**src/rtl/psa_pkg.sv**
```systemverilog
// -----------------------------------------------------------------------------
// psa_pkg
//   Shared definitions for the packed-saturating accumulator slice.
//
//   Contents:
//     LANES / LANE_W     : four signed 4-bit lanes packed into 16 bits
//     DATA_W             : packed operand width
//     SAT_POS / SAT_NEG  : lane saturation values (+7 / -8)
//     state_e            : accumulator FSM states, 2-bit encoding
//     sat_value()        : saturation value selected by the operand sign
// -----------------------------------------------------------------------------
package psa_pkg;

  localparam int LANES  = 4;
  localparam int LANE_W = 4;
  localparam int DATA_W = LANES * LANE_W;

  localparam logic [LANE_W-1:0] SAT_POS = 4'b0111;
  localparam logic [LANE_W-1:0] SAT_NEG = 4'b1000;

  typedef enum logic [1:0] {
    IDLE = 2'd0,
    ACC  = 2'd1,
    DONE = 2'd2
  } state_e;

  // An overflow always moves toward the sign of the (shared) operand sign,
  // so the clamp value depends only on that sign bit.
  function automatic logic [LANE_W-1:0] sat_value(input logic sign_bit);
    return sign_bit ? SAT_NEG : SAT_POS;
  endfunction

endpackage : psa_pkg

```
**src/rtl/psa_sat_lane4.sv**
```systemverilog
// -----------------------------------------------------------------------------
// psa_sat_lane4
//   Combinational signed 4-bit saturating adder for one lane.
//
//   Ports:
//     a    [3:0] in  : accumulator lane (signed)
//     b    [3:0] in  : operand lane (signed)
//     sum  [3:0] out : a + b, clamped to +7 / -8 on overflow
//     ovfl       out : high when a + b left the signed 4-bit range
//
//   A lane already sitting at +7 or -8 stays there for further same-sign
//   adds because every such add overflows again and re-clamps.
// -----------------------------------------------------------------------------
module psa_sat_lane4
  import psa_pkg::*;
(
  input  logic [LANE_W-1:0] a,
  input  logic [LANE_W-1:0] b,
  output logic [LANE_W-1:0] sum,
  output logic              ovfl
);

  logic [LANE_W-1:0] raw_sum;

  always_comb begin
    // Modulo-16 add; the carry out is irrelevant for signed overflow.
    raw_sum = a + b;
    // Signed overflow: both operands share a sign and the result does not.
    ovfl    = (a[LANE_W-1] == b[LANE_W-1]) && (raw_sum[LANE_W-1] != a[LANE_W-1]);
    sum     = ovfl ? sat_value(a[LANE_W-1]) : raw_sum;
  end

endmodule : psa_sat_lane4

```
**src/rtl/psa_accum.sv**
```systemverilog
// -----------------------------------------------------------------------------
// psa_accum
//   Streaming packed-saturating accumulator. Accepts LEN packed operands of
//   four signed 4-bit lanes, accumulates each lane with saturate-on-overflow,
//   then presents one packed result and a sticky overflow flag.
//
//   Parameters:
//     LEN            : operands per accumulation, 2..15
//
//   Ports:
//     clk            in   rising-edge clock
//     rst_n          in   asynchronous active-low reset
//     in_valid       in   in_data valid
//     in_ready       out  block accepts in_data (high in IDLE and ACC)
//     in_data  [15:0] in  packed operand, lane k = in_data[4k+3:4k]
//     out_valid      out  finished result held on out_sum / out_err
//     out_ready      in   consumer takes the result
//     out_sum  [15:0] out packed saturated accumulation (registered)
//     out_err        out  sticky OR of all lane overflows (registered)
//     busy           out  state is ACC or DONE
//     out_lane_err [3:0] out  per-lane sticky overflow flags, only when
//                             PSA_ACCUM_LANE_ERR_EN is defined
//
//   Handshake: a transfer happens on a rising edge where valid && ready are
//   both high on that side. in_ready and out_valid are pure decodes of the
//   state register, so they never depend on in_valid or out_ready and are
//   never high together. Once out_valid is high, the result and the flags
//   stay stable until out_ready is seen.
//
//   Build option: PSA_ACCUM_LANE_ERR_EN adds the out_lane_err port.
// -----------------------------------------------------------------------------
module psa_accum
  import psa_pkg::*;
#(
  parameter int LEN = 4
) (
  input  logic              clk,
  input  logic              rst_n,
  input  logic              in_valid,
  output logic              in_ready,
  input  logic [DATA_W-1:0] in_data,
  output logic              out_valid,
  input  logic              out_ready,
  output logic [DATA_W-1:0] out_sum,
  output logic              out_err,
  output logic              busy
`ifdef PSA_ACCUM_LANE_ERR_EN
  ,
  output logic [LANES-1:0]  out_lane_err
`endif
);

  // Count value held just before the LEN-th accept.
  localparam logic [3:0] CNT_LAST = 4'(LEN - 1);

  // ---------------------------------------------------------------------------
  // State
  // ---------------------------------------------------------------------------
  state_e            state_q,  state_d;
  logic [DATA_W-1:0] acc_q,    acc_d;
  logic [3:0]        cnt_q,    cnt_d;
  logic              err_q,    err_d;
`ifdef PSA_ACCUM_LANE_ERR_EN
  logic [LANES-1:0]  lane_err_q, lane_err_d;
`endif

  logic [DATA_W-1:0] lane_sum;
  logic [LANES-1:0]  lane_ovfl;
  logic              accept;

  // ---------------------------------------------------------------------------
  // Lane adders. The accumulator is zero in IDLE, so the first beat goes
  // through the same adders as later beats and simply lands unchanged.
  // ---------------------------------------------------------------------------
  for (genvar k = 0; k < LANES; k++) begin : g_lane
    psa_sat_lane4 u_lane (
      .a    (acc_q   [k*LANE_W +: LANE_W]),
      .b    (in_data [k*LANE_W +: LANE_W]),
      .sum  (lane_sum[k*LANE_W +: LANE_W]),
      .ovfl (lane_ovfl[k])
    );
  end

  // ---------------------------------------------------------------------------
  // Next-state logic
  // ---------------------------------------------------------------------------
  always_comb begin
    state_d    = state_q;
    acc_d      = acc_q;
    cnt_d      = cnt_q;
    err_d      = err_q;
`ifdef PSA_ACCUM_LANE_ERR_EN
    lane_err_d = lane_err_q;
`endif
    accept     = in_valid && in_ready;

    case (state_q)
      IDLE, ACC: begin
        if (accept) begin
          acc_d      = lane_sum;
          cnt_d      = cnt_q + 4'd1;
          err_d      = err_q | (|lane_ovfl);
`ifdef PSA_ACCUM_LANE_ERR_EN
          lane_err_d = lane_err_q | lane_ovfl;
`endif
          // cnt is 0 in IDLE and LEN >= 2, so IDLE can only move to ACC.
          state_d    = (cnt_q == CNT_LAST) ? DONE : ACC;
        end
      end

      DONE: begin
        if (out_ready) begin
          state_d    = IDLE;
          acc_d      = '0;
          cnt_d      = '0;
          err_d      = 1'b0;
`ifdef PSA_ACCUM_LANE_ERR_EN
          lane_err_d = '0;
`endif
        end
      end

      default: begin
        state_d    = IDLE;
        acc_d      = '0;
        cnt_d      = '0;
        err_d      = 1'b0;
`ifdef PSA_ACCUM_LANE_ERR_EN
        lane_err_d = '0;
`endif
      end
    endcase
  end

  // ---------------------------------------------------------------------------
  // Registers
  // ---------------------------------------------------------------------------
  always_ff @(posedge clk or negedge rst_n) begin
    if (!rst_n) begin
      state_q    <= IDLE;
      acc_q      <= '0;
      cnt_q      <= '0;
      err_q      <= 1'b0;
`ifdef PSA_ACCUM_LANE_ERR_EN
      lane_err_q <= '0;
`endif
    end else begin
      state_q    <= state_d;
      acc_q      <= acc_d;
      cnt_q      <= cnt_d;
      err_q      <= err_d;
`ifdef PSA_ACCUM_LANE_ERR_EN
      lane_err_q <= lane_err_d;
`endif
    end
  end

  // ---------------------------------------------------------------------------
  // Outputs: straight decodes of flops only.
  // ---------------------------------------------------------------------------
  assign in_ready  = (state_q != DONE);
  assign out_valid = (state_q == DONE);
  assign busy      = (state_q != IDLE);
  assign out_sum   = acc_q;
  assign out_err   = err_q;
`ifdef PSA_ACCUM_LANE_ERR_EN
  assign out_lane_err = lane_err_q;
`endif

endmodule : psa_accum
```
**config.mk**
```make
export PLATFORM = sky130hd
export DESIGN_NAME = psa_accum
export DESIGN_NICKNAME = d
export VERILOG_FILES = /design/src/rtl/psa_pkg.sv /design/src/rtl/psa_sat_lane4.sv /design/src/rtl/psa_accum.sv
export SDC_FILE = /design/constraint.sdc
export NUM_CORES = 1
export LEC_CHECK = 0
export ABC_CLOCK_PERIOD_IN_PS = 6500
export CELL_PAD_IN_SITES_DETAIL_PLACEMENT = 0
export CELL_PAD_IN_SITES_GLOBAL_PLACEMENT = 1
export CORE_UTILIZATION = 41
export DETAILED_ROUTE_END_ITERATION = 16
export GPL_ROUTABILITY_DRIVEN = 0
export PLACE_DENSITY_LB_ADDON = 0.2
export SLEW_MARGIN = 20
export SYNTH_ARGS = -nofsm -noshare
export SYNTH_HDL_FRONTEND = slang
export SYNTH_HIERARCHICAL = 1
export SYNTH_SLANG_ARGS = --single-unit
```
**constraint.sdc**
```tcl
create_clock -name clk -period 6.5 [get_ports clk]
set_clock_uncertainty 0.2 [all_clocks]
set_input_delay 0.975 -clock clk [delete_from_list [all_inputs] [get_ports clk]]
set_output_delay 0.975 -clock clk [all_outputs]
set_load 0.005 [all_outputs]
```
# [Yosys cells after proc, flatten, opt, wreduce, memory -nomap -nowiden]
# Index checks and enable logic that the tools add are counted.
# Widths: inputs -> output; s select.
[word_totals] reg_bits=23 in_bits=20 elab_cells=55 out_inout_bits=20
[classes] n_eq_ne=14 addsub=5 n_mux=21 n_reduce_logical=10 n_bitwise=1
[op_table] cell="$mux 4" n=10
[op_table] cell="$mux 16" n=2
[op_table] cell="$pmux 16 s2" n=1
[op_table] cell="$add 4x4->4" n=4
[op_table] cell="$pmux 4 s2" n=1
[op_table] cell="$mux 2" n=3
[op_table] cell="$logic_and 1x1->1" n=5
[op_table] cell="$add 4x1->4 const B" n=1
[op_table] cell="$eq 1x1->1" n=4
[op_table] cell="$eq 4x2->1 const B" n=1
[op_table] cell="$ne 1x1->1" n=4
[op_table] cell="$ne 2x2->1 const B" n=2
[op_table] cell="$pmux 2 s2" n=1
[op_table] cell="$reduce_or 4->1" n=1
[op_table] cell="$eq 2x1->1 const B" n=1
[op_table] cell="$eq 2x2->1 const B" n=1
[op_table] cell="$logic_not 2->1" n=1
[op_table] cell="$mux 1" n=2
[op_table] cell="$ne 2x1->1 const B" n=1
[op_table] cell="$pmux 1 s2" n=1
[op_table] cell="$reduce_and 2->1" n=1
[op_table] cell="$reduce_bool 2->1" n=1
[op_table] cell="$reduce_or 2->1" n=1
[op_table] cell="$or 1x1->1" n=1

# [Depth between registers and ports, before layout]
# Gate-level depths: netlist of run 1.
[depth] word_depth=7 depth_mapped=7 depth_no_buf=7

# [Cells and area by module]
# The synthesis of run 1 kept the hierarchy.
[by_module_without_submodules] mod="psa_accum" n_inst=1 area_per_inst_um2=934.6 seq_area_each_um2=575.6 cells_per_inst=69
[by_module_without_submodules] mod="psa_sat_lane4" n_inst=4 area_per_inst_um2=205.2 seq_area_each_um2=0.0 cells_per_inst=27

# [Least setup slack after synthesis of run 1]
# No wires, ideal clock.
[synth_timing] path_type="input to register" startpoint="in in_data[5]" endpoint="reg err_q, in the netlist out_err" path_stages=6 required_time_ns=6.179 setup_time_ns=0.121 path_buffers=0 arrival_time_ns=2.424 path_slack_ns=3.755 cell_sequence="ha_1 a21o_1 a31oi_1 o21bai_1 or4_1 a22o_1"
[synth_via] elab_chain_len=7
[synth_rtl] element="from (decl)" line="psa_accum.sv:41" rtl="input logic [DATA_W-1:0] in_data,"
[synth_rtl] element="$add 4x4->4" line="psa_sat_lane4.sv:27" rtl="raw_sum = a + b;"
[synth_rtl] element="$ne 1x1->1" line="psa_sat_lane4.sv:29" rtl="ovfl = (a[LANE_W-1] == b[LANE_W-1]) && (raw_sum[LANE_W-1] != a[LANE_W-1]);"
[synth_rtl] element="$logic_and 1x1->1" line="psa_sat_lane4.sv:29"
[synth_rtl] element="named net lane_ovfl[1]" line="psa_accum.sv:68" rtl="logic [LANES-1:0] lane_ovfl;"
[synth_rtl] element="$reduce_or 4->1" line="psa_accum.sv:102" rtl="err_d = err_q | (|lane_ovfl);"
[synth_rtl] element="$or 1x1->1" line="psa_accum.sv:102"
[synth_rtl] element="$mux 1" line="psa_accum.sv:99" rtl="if (accept) begin"
[synth_rtl] element="$pmux 1 s2" line="psa_accum.sv:97" rtl="case (state_q)"
[synth_rtl] element="to (signal assigned)" line="psa_accum.sv:151" rtl="err_q <= err_d;"
[synth_rtl] element="to (decl)" line="psa_accum.sv:62" rtl="logic err_q, err_d;"
# The timed path passes the listed nets, and every way through them passes these cells. The select of a mux whose other input is x is not followed.
# A chain may end at the register's enable or synchronous reset.

# [Final worst setup path of run 1]
# Ends and elaborated chain as after synthesis.

==> out/qor.csv, run 1 <==
metric;value;unit
r2r startpoint;out_sum[5];
Max Fclk;0.328;GHz
syn nets;214;
min-delay worst type;flop to flop;
metal3 WL;130;um
worst hold endpoint;cnt_q[1];
Remaining DRCs;0;
Worst slew margin;0.368;
biggest area consumer among synthesized cells;dfrtp_1;
synth unique cells;36;
Filler cells;360;
cts repair resizes;0;
Net count, final;254;
IO buf count;39;
Initial Util;0.433;
Worst Path Max Fanout;4;
Setup TNS Final;0;ps
Slew @ Worst Pin;943;ps
Max Used Layer;met4;
Core Area;4060;um2
Worst-path clk slew;80;ps
TritonCTS buffer count;3;
via count;1446;
IO Pins;40;
Total Power;0.000896;W
top cells by area, synth;dfrtp_1 33%, ha_1 9.3%, a22o_2 5.7%;
first-iteration detailed-routing DRC count;44;
worst setup path class;input port to flop;
Die ar.;4550;um2
crit end category;flop;
vias in the first global route;1373;
TritonCTS clock tree;built;
final setup fails;0;
Wirelength per Cell;13.8;um
clk root buf;clkbuf_8;
Antenna diodes;0;
total detailed-routing wirelength;3670;um
DP Wirelength;2810;um
Met2 Wirelength;1880;um
fin crit share;0.469;
proportion of layout cells with a drive suffix above 1;0.130;
hold_sp;cnt_q[1];
sequential fraction of the synthesis area;0.328;
H-tree Lvls;1;
CP arrival;3000;ps
Worst R2R End;out_err;
top cell type's share of synthesized area;0.328;
chip height;67.4;um
hold path cells;1;
maximum VDD drop;0.190;mV
Lkg Pwr;0.967;nW
vias per inst;5.44;
post-route ant nets;0;
initial antenna violation count;0;
Cell Rows;23;
FF-to-FF setup slack;4170;ps
pin count of the biggest net entering global routing;24;
outcome;complete, no violations;
placed instance count;262;
Die Span X;67.4;um
maximum clock insertion buffer count;2;
most common cell after layout, fill and taps aside;clkdlybuf4s50_1;
routed length on met1;1640;um
Hold WS;343;ps
P&R area growth vs syn;26.7;%
RSZ-0062 raised after global routing;false;
Hold Buf Count CTS;0;
R2R cell count;6;
Power Dens Cells;403;nW/um2
Seq cells post-synth;23;
Remaining Overflow, GRT;0;
critical path startpoint category;input port;
Mapped Area;1760;um2
post-CTS setup buffer count;0;
total track usage;0.176;
drt first pass iters;4;
synthesized area per cell;9.92;um2
first-pass GRT wire length;6070;um
Fin. Hold Viols;0;
final number of max-transition violations;0;
Max-cap violations;0;
Syn. warnings;6;
fin crit period;3050;ps
clk_lat worst skew;260;ps
Critical Path RT;6450;ps
Mapped Cells;177;
Layout Cells excl Fill;266;
Sink Count;23;
commonest non-fill, non-tap cells in the layout;38 x clkdlybuf4s50_1, 23 x dfrtp_1, 21 x inv_1, 13 x ha_1, 11 x nor2_1;
[worst max-delay path, stage by stage]
cell	delay, ps
clkdlybuf4s50_1	490
ha_1	230
a21o_1	230
a31oi_1	280
o21bai_1	100
or4_1	520
a22o_1	190
[worst max-delay path by stage]
stage	startpoint	endpoint	slack, ps
global placement	in_data[5]	out_err	3220
floorplan	in_data[5]	out_err	3750
detailed placement	in_data[5]	out_err	3170
CTS	in_data[5]	out_err	3450
finish	in_data[5]	out_err	3450
global route	in_data[5]	out_err	3310
[cells by family after synthesis]
| family | share of synthesized area |
|---|---|
| buf+inv | 0.0599 |
| simple gates | 0.152 |
| compound gates | 0.263 |
| mux | 0.00641 |
| flops | 0.328 |
| xor+xnor | 0.0299 |
| fa+ha+maj | 0.161 |
[Yosys cell counts]
cell type  count
xnor2_1        4
xor2_1         2
a311oi_1       1
o21bai_1       4
or3b_2         4
inv_1         21
mux2_2         1
or4_1          1
nand2_1        7
buf_2          3
a31oi_1        4
nor2b_2        1
nor2b_1        8
o21ai_0        2
a21o_1         4
and2_1         4
o22ai_1        1
a21oi_4        1
a211oi_2       4
a22o_1         8
ha_1          13
a22o_2        10
nor2_1        11
a211oi_1       8
nand2b_1       1
or2_4          1
a21oi_1        4
or2_2          1
nand3_1        2
o221ai_1       4
fa_1           4
dfrtp_1       23
or3b_1         4
nand4_1        1
buf_6          1
maj3_1         4
[report_power, final]
| group | internal (W) | leakage (nW) | total, W | switching (W) |
|---|---|---|---|---|
| clock network | 0.0000428 | 0.0255 | 0.0000891 | 0.0000463 |
| registers | 0.000205 | 0.283 | 0.000278 | 0.0000730 |
| logic | 0.000307 | 0.659 | 0.000529 | 0.000222 |
| total | 0.000555 | 0.967 | 0.000896 | 0.000341 |
[stage by stage]
step,area (um2),worst slack [ps],util
final,2220,3450,0.548
after detailed placement,2180,3170,0.538
after floorplan,1760,3750,-
after CTS,2230,3450,0.549
after global placement,2180,3220,0.538
after global routing,2220,3310,0.548
[sequential cells by signal (all words and copies together), names as in the netlist]
name and flops:
out_err 1, state_q 2, out_sum 16, cnt_q 4
[area by class of cell]
class / count / area (um2) / area share
timing repair buffer: 39 / 385 / 0.173
inverter: 21 / 78.8 / 0.0355
sequential: 23 / 576 / 0.259
multi-input combinational: 129 / 1070 / 0.483
tap: 50 / 62.6 / 0.0281
clock inverter: 1 / 5.00 / 0.00225
clock buffer: 3 / 41.3 / 0.0186
[layer usage]
layer	vias to the layer above	global-route usage
met5	-	0
met4	0	0.0319
met3	2	0.0405
met2	23	0.325
met1	701	0.206
li1	720	-
No activity file was read; power rests on OpenSTA's default activity.
==> inputs of run 2 (changes only) <==
--- a/config.mk
+++ b/config.mk
@@ -5,10 +5,10 @@
 export SDC_FILE = /design/constraint.sdc
 export NUM_CORES = 1
 export LEC_CHECK = 0
-export ABC_CLOCK_PERIOD_IN_PS = 6500
+export ABC_CLOCK_PERIOD_IN_PS = 2600
 export CELL_PAD_IN_SITES_DETAIL_PLACEMENT = 0
 export CELL_PAD_IN_SITES_GLOBAL_PLACEMENT = 1
-export CORE_UTILIZATION = 41
+export CORE_UTILIZATION = 35
 export DETAILED_ROUTE_END_ITERATION = 16
 export GPL_ROUTABILITY_DRIVEN = 0
 export PLACE_DENSITY_LB_ADDON = 0.2
==> constraint.sdc (replaced) <==
create_clock -name clk -period 2.6 [get_ports clk]
set_clock_uncertainty 0.2 [all_clocks]
set_input_delay 0.39 -clock clk [delete_from_list [all_inputs] [get_ports clk]]
set_output_delay 0.39 -clock clk [all_outputs]
set_load 0.005 [all_outputs]
==> out/qor.csv, run 2 (same netlist as run 1, synthesis figures left out) <==
metric;value;unit;change
maximum VDD drop;0.385;mV;+100%
CP Buf/Inv Count;1;;unchanged
DP Wirelength;2930;um;+4.5%
clk_lat worst skew;270;ps;about the same
P&R area growth vs syn;35.8;%;
IO buf count;39;;unchanged
proportion of layout cells with a drive suffix above 1;0.188;;+0.0584
internal power;0.00148;W;+170%
CP arrival;2370;ps;-630 ps
post-CTS setup buffer count;0;;unchanged
critical path startpoint category;input port;;
Hold Buf Count CTS;0;;unchanged
FF-to-FF setup slack;300;ps;-3870 ps
Max Fclk;0.415;GHz;
via count;1521;;+5.2%
crit end category;flop;;
Die ar.;5300;um2;+17%
crit-path cells;clkdlybuf4s50_1, ha_1, a21o_1, a31oi_1, o21bai_1, or4_1, a22o_1;;
RSZ-0062 raised after global routing;false;;
Crit path largest cell delay;500;ps;-20 ps
Lkg Pwr;1.05;nW;+8.6%
Cell Rows;25;;+8.7%
Worst Setup SP;in_data[1];;
maximum clock insertion buffer count;2;;unchanged
outcome;complete, no violations;;
Setup TNS Final;0;ps;unchanged
Max-cap violations;0;;unchanged
first-iteration detailed-routing DRC count;75;;+70%
max reg flops;16;;unchanged
Antenna diodes;0;;unchanged
H-tree Lvls;1;;unchanged
Net count, final;272;;+7.1%
Initial Util;0.367;;-0.0658
vias in the first global route;1437;;+4.7%
Worst-path clk slew;80;ps;about the same
Worst path top cell family by delay;compound AO/OA/AOI/OAI gates;;
Total Power;0.00236;W;+160%
vias per inst;5.05;;-7.0%
total track usage;0.155;;-0.0207
power share of the combinational group;0.610;;+0.020
post-route ant nets;0;;unchanged
Power Dens Cells;991;nW/um2;+150%
TritonCTS buffer count;3;;unchanged
chip height;72.8;um;+8.0%
fin crit share;0.928;;
initial antenna violation count;0;;unchanged
R2R cell count;6;;unchanged
final number of max-transition violations;0;;unchanged
Wirelength per Cell;12.7;um;-7.7%
cts repair resizes;0;;unchanged
min-delay worst type;input port to asynchronous set/reset pin;;
Worst slew margin;0.659;;+0.291
drt first pass iters;4;;unchanged
IO Pins;40;;unchanged
most common cell after layout, fill and taps aside;clkdlybuf4s50_1;;
fin crit period;2410;ps;
Die Span X;72.8;um;+8.0%
Remaining DRCs;0;;unchanged
r2r startpoint;out_sum[1];;
commonest non-fill, non-tap cells in the layout;39 x clkdlybuf4s50_1, 23 x dfrtp_1, 21 x inv_1, 18 x buf_4, 13 x ha_1;;
P_sw;0.000882;W;+160%
Worst Path Max Fanout;4;;unchanged
Worst R2R End;out_err;;
Clock power frac;0.096;;-0.003
Seq pwr share;0.294;;-0.017
worst setup path class;input port to flop;;
Remaining Overflow, GRT;0;;unchanged
clk root buf;clkbuf_8;;
first-pass GRT wire length;6410;um;+5.7%
Fin. Hold Viols;0;;unchanged
Slew @ Worst Pin;510;ps;-433 ps
Core Area;4790;um2;+18%
final setup fails;0;;unchanged
switching part of the total;0.373;;-0.00737
Sink Count;23;;unchanged
Critical Path RT;2560;ps;-3890 ps
TritonCTS clock tree;built;;
total detailed-routing wirelength;3830;um;+4.4%
slowest cell on the critical path;or4_1;;
pin count of the biggest net entering global routing;24;;unchanged
[run 2: cell types whose count changed in the layout (fill, tap and decap cells not counted), sizes merged]
cell,before,now
clkdlybuf4s50,38,39
buf,1,18
clkinv,1,0
clkbuf,3,4
[run 2: worst max path at each step]
stage | end | depth (start not counted)
2_1_floorplan | out_err | 6
3_3_place_gp | out_err | 7
3_5_place_dp | out_err | 7
4_1_cts | out_err | 7
5_1_grt | out_sum[2] | 8
6_report | out_err | 7
[run 2: layer usage]
| metal | up-vias | routed length (um) | GRT usage |
|---|---|---|---|
| met2 | 31 | 1890 | 0.269 |
| met4 | 0 | 65 | 0.0654 |
| met1 | 722 | 1750 | 0.196 |
| met5 | - | 0 | 0 |
| li1 | 764 | - | - |
| met3 | 4 | 117 | 0.0166 |
[run 2: per-stage QoR]
step	hold slack [ps]	utilization	instance area (um2)	instances	worst slack (ps)
floorplan	-106	-	1760	177	400
global placement	314	0.489	2340	297	-25.0
detailed placement	319	0.489	2340	297	-80.6
CTS	284	0.498	2380	301	206
global route	283	0.498	2380	301	118
finish	267	0.498	2380	301	188
[run 2: layout make-up]
class,instances,area (um2)
fillers,448,2400
well taps,67,83.8
flip-flops and latches,23,576
clock buffers,4,45.0
multi-input cells,129,1070
repair buffers,57,526
inverters,21,78.8
[run 2: power groups by stage]
stage          Clock (W)  Sequential, W  Combinational (W)
2_1_floorplan          0       0.000669           0.000893
3_3_place_gp           0       0.000695            0.00140
3_5_place_dp           0       0.000696            0.00145
4_1_cts         0.000235       0.000694            0.00146
5_1_grt         0.000252       0.000720            0.00160
6_report        0.000227       0.000694            0.00144
